--- src/rtl/rpio_pkg.sv ---
// Shared constants, trace entry layout and port-slice helper for the RISC I/O port bank.
package rpio_pkg;

    localparam int unsigned DEF_DATA_W    = 8;
    localparam int unsigned DEF_NUM_PORTS = 4;
    localparam int unsigned DEF_PORT_AW   = 2;

    typedef struct packed {
        logic [DEF_PORT_AW-1:0] port;
        logic [DEF_DATA_W-1:0]  data;
    } traceEntry_t;

    // LSB of port p inside a flat NUM_PORTS*width bus
    function automatic int unsigned portLsb(input int unsigned p, input int unsigned width);
        return p * width;
    endfunction

endpackage

--- src/rtl/rpio_sync.sv ---
// One input port: 2-flop synchroniser, sample register and sticky change flag.
module rpio_sync #(
    parameter int unsigned DATA_W = 8
) (
    input  logic              clk,
    input  logic              Reset,
    input  logic [DATA_W-1:0] asyncIn,
    input  logic              clearFlag,
    output logic [DATA_W-1:0] syncOut,
    output logic              changeFlag
);

    logic [DATA_W-1:0] sync1;
    logic [DATA_W-1:0] sync2;
    logic [DATA_W-1:0] sample;

    // A set on the same edge as a read clear wins so no change is lost
    always_ff @(posedge clk) begin
        if (Reset) begin
            sync1      <= '0;
            sync2      <= '0;
            sample     <= '0;
            changeFlag <= 1'b0;
        end else begin
            sync1  <= asyncIn;
            sync2  <= sync1;
            sample <= sync2;
            if (sync2 != sample) begin
                changeFlag <= 1'b1;
            end else if (clearFlag) begin
                changeFlag <= 1'b0;
            end
        end
    end

    assign syncOut = sync2;

endmodule

--- src/rtl/risc_io_port_bank.sv ---
// Parametrised I/O port bank: handshaked output registers and synchronised inputs.
// Optional write trace FIFO enabled by defining RPIO_TRACE_EN.
module risc_io_port_bank
    import rpio_pkg::*;
#(
    parameter int unsigned DATA_W      = DEF_DATA_W,
    parameter int unsigned NUM_PORTS   = DEF_NUM_PORTS,
    parameter int unsigned PORT_AW     = DEF_PORT_AW,
    parameter int unsigned TRACE_DEPTH = 8
) (
    input  logic                        clk,
    input  logic                        Reset,
    input  logic [PORT_AW-1:0]          port_addr,
    input  logic                        wr_en,
    input  logic [DATA_W-1:0]           wr_data,
    input  logic                        rd_en,
    output logic [DATA_W-1:0]           rd_data,
    output logic                        stall,
    input  logic [NUM_PORTS*DATA_W-1:0] inp_ext,
    output logic [NUM_PORTS*DATA_W-1:0] out_ext,
    output logic [NUM_PORTS-1:0]        out_valid,
    input  logic [NUM_PORTS-1:0]        out_ack,
`ifdef RPIO_TRACE_EN
    output logic [PORT_AW+DATA_W-1:0]   trace_data,
    output logic                        trace_empty,
    input  logic                        trace_pop,
    output logic                        trace_ovf,
`endif
    output logic [NUM_PORTS-1:0]        inp_changed
);

    if (TRACE_DEPTH < 2 || (TRACE_DEPTH & (TRACE_DEPTH - 1)) != 0) begin : gBadDepth
        $error("TRACE_DEPTH must be a power of two >= 2");
    end

    logic [NUM_PORTS-1:0] selWr;
    logic [NUM_PORTS-1:0] selRd;
    logic [NUM_PORTS-1:0] accept;
    logic [DATA_W-1:0]    outReg  [NUM_PORTS];
    logic [DATA_W-1:0]    syncVal [NUM_PORTS];

    // Out-of-range addresses match no port, so they write, stall and clear nothing
    for (genvar p = 0; p < NUM_PORTS; p++) begin : gPort
        assign selWr[p]  = wr_en && (port_addr == PORT_AW'(p));
        assign selRd[p]  = rd_en && (port_addr == PORT_AW'(p));
        assign accept[p] = selWr[p] && (!out_valid[p] || out_ack[p]);
        assign out_ext[portLsb(p, DATA_W) +: DATA_W] = outReg[p];

        rpio_sync #(.DATA_W(DATA_W)) uSync (
            .clk        (clk),
            .Reset      (Reset),
            .asyncIn    (inp_ext[portLsb(p, DATA_W) +: DATA_W]),
            .clearFlag  (selRd[p]),
            .syncOut    (syncVal[p]),
            .changeFlag (inp_changed[p])
        );
    end

    assign stall = |(selWr & out_valid & ~out_ack);

    // A write accepted alongside an ack keeps valid high with the new data
    always_ff @(posedge clk) begin
        if (Reset) begin
            for (int p = 0; p < NUM_PORTS; p++) begin
                outReg[p] <= '0;
            end
            out_valid <= '0;
        end else begin
            for (int p = 0; p < NUM_PORTS; p++) begin
                if (accept[p]) begin
                    outReg[p]    <= wr_data;
                    out_valid[p] <= 1'b1;
                end else if (out_ack[p]) begin
                    out_valid[p] <= 1'b0;
                end
            end
        end
    end

    always_comb begin
        rd_data = '0;
        for (int p = 0; p < NUM_PORTS; p++) begin
            if (port_addr == PORT_AW'(p)) begin
                rd_data = syncVal[p];
            end
        end
    end

`ifdef RPIO_TRACE_EN
    localparam int unsigned TRACE_W = PORT_AW + DATA_W;
    localparam int unsigned PTR_W   = $clog2(TRACE_DEPTH);

    logic [TRACE_W-1:0] traceMem [TRACE_DEPTH];
    logic [PTR_W:0]     wrPtr;
    logic [PTR_W:0]     rdPtr;
    logic               traceFull;
    logic               pushReq;
    logic               doPush;
    logic               doPop;

    // Extra wrap bit distinguishes full from empty when the indices match
    assign trace_empty = (wrPtr == rdPtr);
    assign traceFull   = (wrPtr[PTR_W] != rdPtr[PTR_W]) &&
                         (wrPtr[PTR_W-1:0] == rdPtr[PTR_W-1:0]);
    assign pushReq     = |accept;
    assign doPop       = trace_pop && !trace_empty;
    assign doPush      = pushReq && (!traceFull || doPop);
    assign trace_data  = traceMem[rdPtr[PTR_W-1:0]];

    always_ff @(posedge clk) begin
        if (Reset) begin
            wrPtr     <= '0;
            rdPtr     <= '0;
            trace_ovf <= 1'b0;
        end else begin
            if (doPush) begin
                wrPtr <= wrPtr + (PTR_W+1)'(1);
            end
            if (doPop) begin
                rdPtr <= rdPtr + (PTR_W+1)'(1);
            end
            if (pushReq && !doPush) begin
                trace_ovf <= 1'b1;
            end
        end
    end

    always_ff @(posedge clk) begin
        if (doPush) begin
            traceMem[wrPtr[PTR_W-1:0]] <= {port_addr, wr_data};
        end
    end
`endif

endmodule

--- config.mk ---
export PLATFORM = sky130hd
export DESIGN_NAME = risc_io_port_bank
export DESIGN_NICKNAME = d
export VERILOG_FILES = /design/src/rtl/rpio_pkg.sv /design/src/rtl/rpio_sync.sv /design/src/rtl/risc_io_port_bank.sv
export SDC_FILE = /design/constraint.sdc
export NUM_CORES = 1
export LEC_CHECK = 0
export ABC_AREA = 1
export CORE_MARGIN = 2
export CORE_UTILIZATION = 55
export CTS_CLUSTER_DIAMETER = 200
export DETAILED_ROUTE_END_ITERATION = 6
export MAX_ROUTING_LAYER = met4
export PLACE_DENSITY = 0.83
export SYNTH_ARGS = -nofsm -noshare
export SYNTH_HDL_FRONTEND = slang
export SYNTH_HIERARCHICAL = 1
export SYNTH_SLANG_ARGS = --single-unit
--- constraint.sdc ---
create_clock -name clk -period 5.75 [get_ports clk]
set_clock_uncertainty 0.15 [all_clocks]
set_input_delay 1.15 -clock clk [delete_from_list [all_inputs] [get_ports clk]]
set_output_delay 1.15 -clock clk [all_outputs]
set_load 0.05 [all_outputs]
==> results.ini <==
[critical_path]
start_kind = input pin
r2r_setup_slack_ns = 3.75
critPathKind = in -> out
worstPathCellList = clkdlybuf4s50_1 > nor2_8 > nand2_1 > nor2_1 > nor2_1 > nand2_1 > clkdlybuf4s50_1
worst_path_dominant_cell_family = buffers and inverters
cp.arrival_ns = 3.39
crit-reg2reg-launch = out_valid[2]
cp_slowest_cell = clkdlybuf4s50_1
critPathMaxStageDelay_ns = 0.82
worstReg2RegEnd = outReg[2][5]
worst_ep_required_time_ns = 4.45
end_kind = output port
timing.reg2reg.worst_path_depth = 3
worst-path-buf-inv = 2
crit_path_max_fanout = 10

[sta]
min_period_over_period_pct = 81.5
final_max_slew_viol_count = 0
highest_clock_rate_ghz = 0.213
timing.max_slew.rel_slack_pct = 19.9
setup_viol_count_final = 0
final-hold-violation-count = 0
final.setup.tns_ns = 0
final_period_minus_worst_setup_slack_ns = 4.69
rsz0062_at_grt = false
worstMarginPinSlew_ns = 1.19

[synthesis]
synthesis.instances = 615
post_synth.cell_area_avg_um2 = 8.27
netlist-cell-type-count = 22
synth_area_um2 = 5080
ranking_of_synthesized_cells_by_area = dfxtp_1, edfxtp_1, nor2_1
yosysWarningCount = 6
synth-seq-area-share_pct = 59.8
postSynthNetCount = 665
synthesized_flop_and_latch_total = 136
netlist.area_leader.share_pct = 40.9
cell_type_contributing_the_most_total_cell_area_after_synthesis = dfxtp_1

[pwr]
totalPowerFinal_mw = 2.38
irDropWorstVdd_v = 0.000276
power.density_nw_per_um2 = 355
static-leakage-power_nw = 2.99

[cts]
clock_tree.htree_level_count = 4
clk_lat_worst_skew_ns = 0.52
cts_sinks = 136
tritoncts_clock_tree = done
cts_post_setup_buffers_inserted = 0
hold_fix_buffer_count_after_cts = 0
clock_pin_slew_on_the_worst_setup_and_hold_paths_ns = 0.06
ctsRootBufferMaster = clkbuf_8
cts-resized-gates = 0
numCtsBuffers = 17
ctsLongestPathBuffers = 2

[route]
drt-initial-drc-count = 197
finalWirelength_um = 10500
route.detailed.drc = 0
vias = 3947
routed_wire_length_per_instance_um = 12.5
dr.pass1.iters = 4
drtAntennaViolNets = 0
vias_per_cell = 4.69

[floorplan]
die_w_um = 100
floorplan.initialDensity_pct = 55.8
core.rowCount = 35
core_um2 = 9110
height_of_the_chip_um = 100
dieArea_um2 = 10000
floorplan.io_pins = 99

[global_route]
grt_max_degree = 105
grt_util_all_layers_pct = 23.3
via_count_of_the_first_global_routing_pass = 3757
global_route_wire_length_before_repair_um = 17400
antenna_violations_before_repair = 0
global_route.overflow_total = 0

[layout]
share_of_layout_cells_above_drive_strength_1_pct = 6.70
antennaDiodeCount = 0
syn_to_final_growth_pct = 32.0
finish.net_count = 768

[placement]
place_congestion = 0.799
port-buffer-count = 98
hpwlAfterDp_um = 7600

[min_path]
hold_end = gPort[3].uSync/syncOut[5]
timing.hold.worst_path_depth = 2
min_delay_worst_type = reg -> reg
timing.hold.worst.start = gPort[3].uSync/sync1[5]

[job]
cap_violations = 0

[run_status]
outcome = finished clean

metal layers:
layer | GRT usage (%) | wire (um) | vias up
li1 | - | - | 2001
met1 | 25.8 | 4190 | 1782
met2 | 40.5 | 5480 | 149
met3 | 5.78 | 664 | 15
met4 | 8.54 | 168 | 0
met5 | - | 0 | -
layout make-up:
cell class | count | area [um2]
tap | 111 | 139
multi-input combinational | 319 | 1400
inverter | 145 | 551
clock inverter | 12 | 140
timing repair buffer | 99 | 983
sequential | 136 | 3040
fill | 679 | 2390
clock buffer | 20 | 457
tightest hold or removal path, cell delays in order (launching register included):
cell and delay, ns:
dfxtp_1 0.29, inv_1 0.04, nor2_1 0.03
through the flow:
step / hold WS, ns / setup WS (ns) / utilization, % / cell area [um2] / std cells
2_1_floorplan: 0.238 / 2.41 / - / 5080 / 615
3_3_place_gp: 0.240 / 1.14 / 67.2 / 6120 / 810
3_5_place_dp: 0.242 / 1.07 / 67.2 / 6120 / 810
4_1_cts: 0.250 / 1.07 / 73.7 / 6710 / 842
5_1_grt: 0.263 / 0.939 / 73.7 / 6710 / 842
6_report: 0.249 / 1.06 / 73.7 / 6710 / 842
worst max-delay path by stage:
stage               slack [ns]    endpoint          from  cells past startpoint
detailed placement        1.07       stall  port_addr[0]                      7
global placement          1.14       stall  port_addr[0]                      7
global route              0.94       stall  port_addr[0]                      7
CTS                       1.07       stall  port_addr[0]                      7
finish                    1.06       stall  port_addr[0]                      7
floorplan                 2.41  rd_data[0]  port_addr[1]                      5
cell families after synthesis:
kind of cell | share of synthesized area [%]
AO/OA/AOI/OAI | 1.57
AND/OR/NAND/NOR | 25.3
flip-flops | 59.8
XOR/XNOR | 0.689
buffers and inverters | 12.6
placed cells by master (no fill, tap or decap):
master / Yosys / final
edfxtp_1: 32 / 32
nor2_8: 3 / 3
nor2_1: 159 / 159
clkdlybuf4s50_1: 0 / 97
o21ai_1: 8 / 8
clkbuf_1: 0 / 1
inv_6: 0 / 3
clkinv_2: 1 / 2
nand2_1: 110 / 110
inv_1: 141 / 141
clkinv_4: 0 / 3
nor2_2: 4 / 4
nor3_1: 3 / 3
xnor2_1: 4 / 4
nand3_1: 7 / 7
inv_4: 2 / 2
clkbuf_16: 0 / 17
inv_2: 1 / 1
clkinvlp_4: 0 / 3
nand4_1: 8 / 8
buf_4: 1 / 1
nand4_4: 4 / 4
bufinv_16: 0 / 2
nand2_2: 1 / 1
a21oi_1: 4 / 4
o21ai_0: 4 / 4
dfxtp_1: 104 / 104
buf_2: 12 / 1
clkbuf_8: 0 / 2
flip-flops by register name, summed over array words and instances (netlist names):
signal and cells:
gPort.uSync/sample 32, gPort.uSync/sync1 32, gPort.uSync/syncOut 32, outReg 32, gPort.uSync/changeFlag 4, out_valid 4
power by group:
group          switching (mW)  leakage, nW  total, mW  internal [mW]
Sequential             0.0231         1.17       1.05           1.03
Clock                   0.402        0.284       1.06          0.659
Combinational           0.173         1.53      0.272         0.0992
Total                   0.598         2.99       2.38           1.79
cell usage after synthesis:
library cell  instances
a21oi_1               4
dfxtp_1             104
inv_1               141
o21ai_1               8
nand4_4               4
clkinv_2              1
inv_4                 2
buf_4                 1
nor3_1                3
buf_6                 2
buf_2                12
o21ai_0               4
nand2_1             110
nand3_1               7
nand4_1               8
nor2_1              159
xnor2_1               4
nor2_2                4
nor2_8                3
edfxtp_1             32
inv_2                 1
nand2_2               1
(Power assumes the default switching activity.)
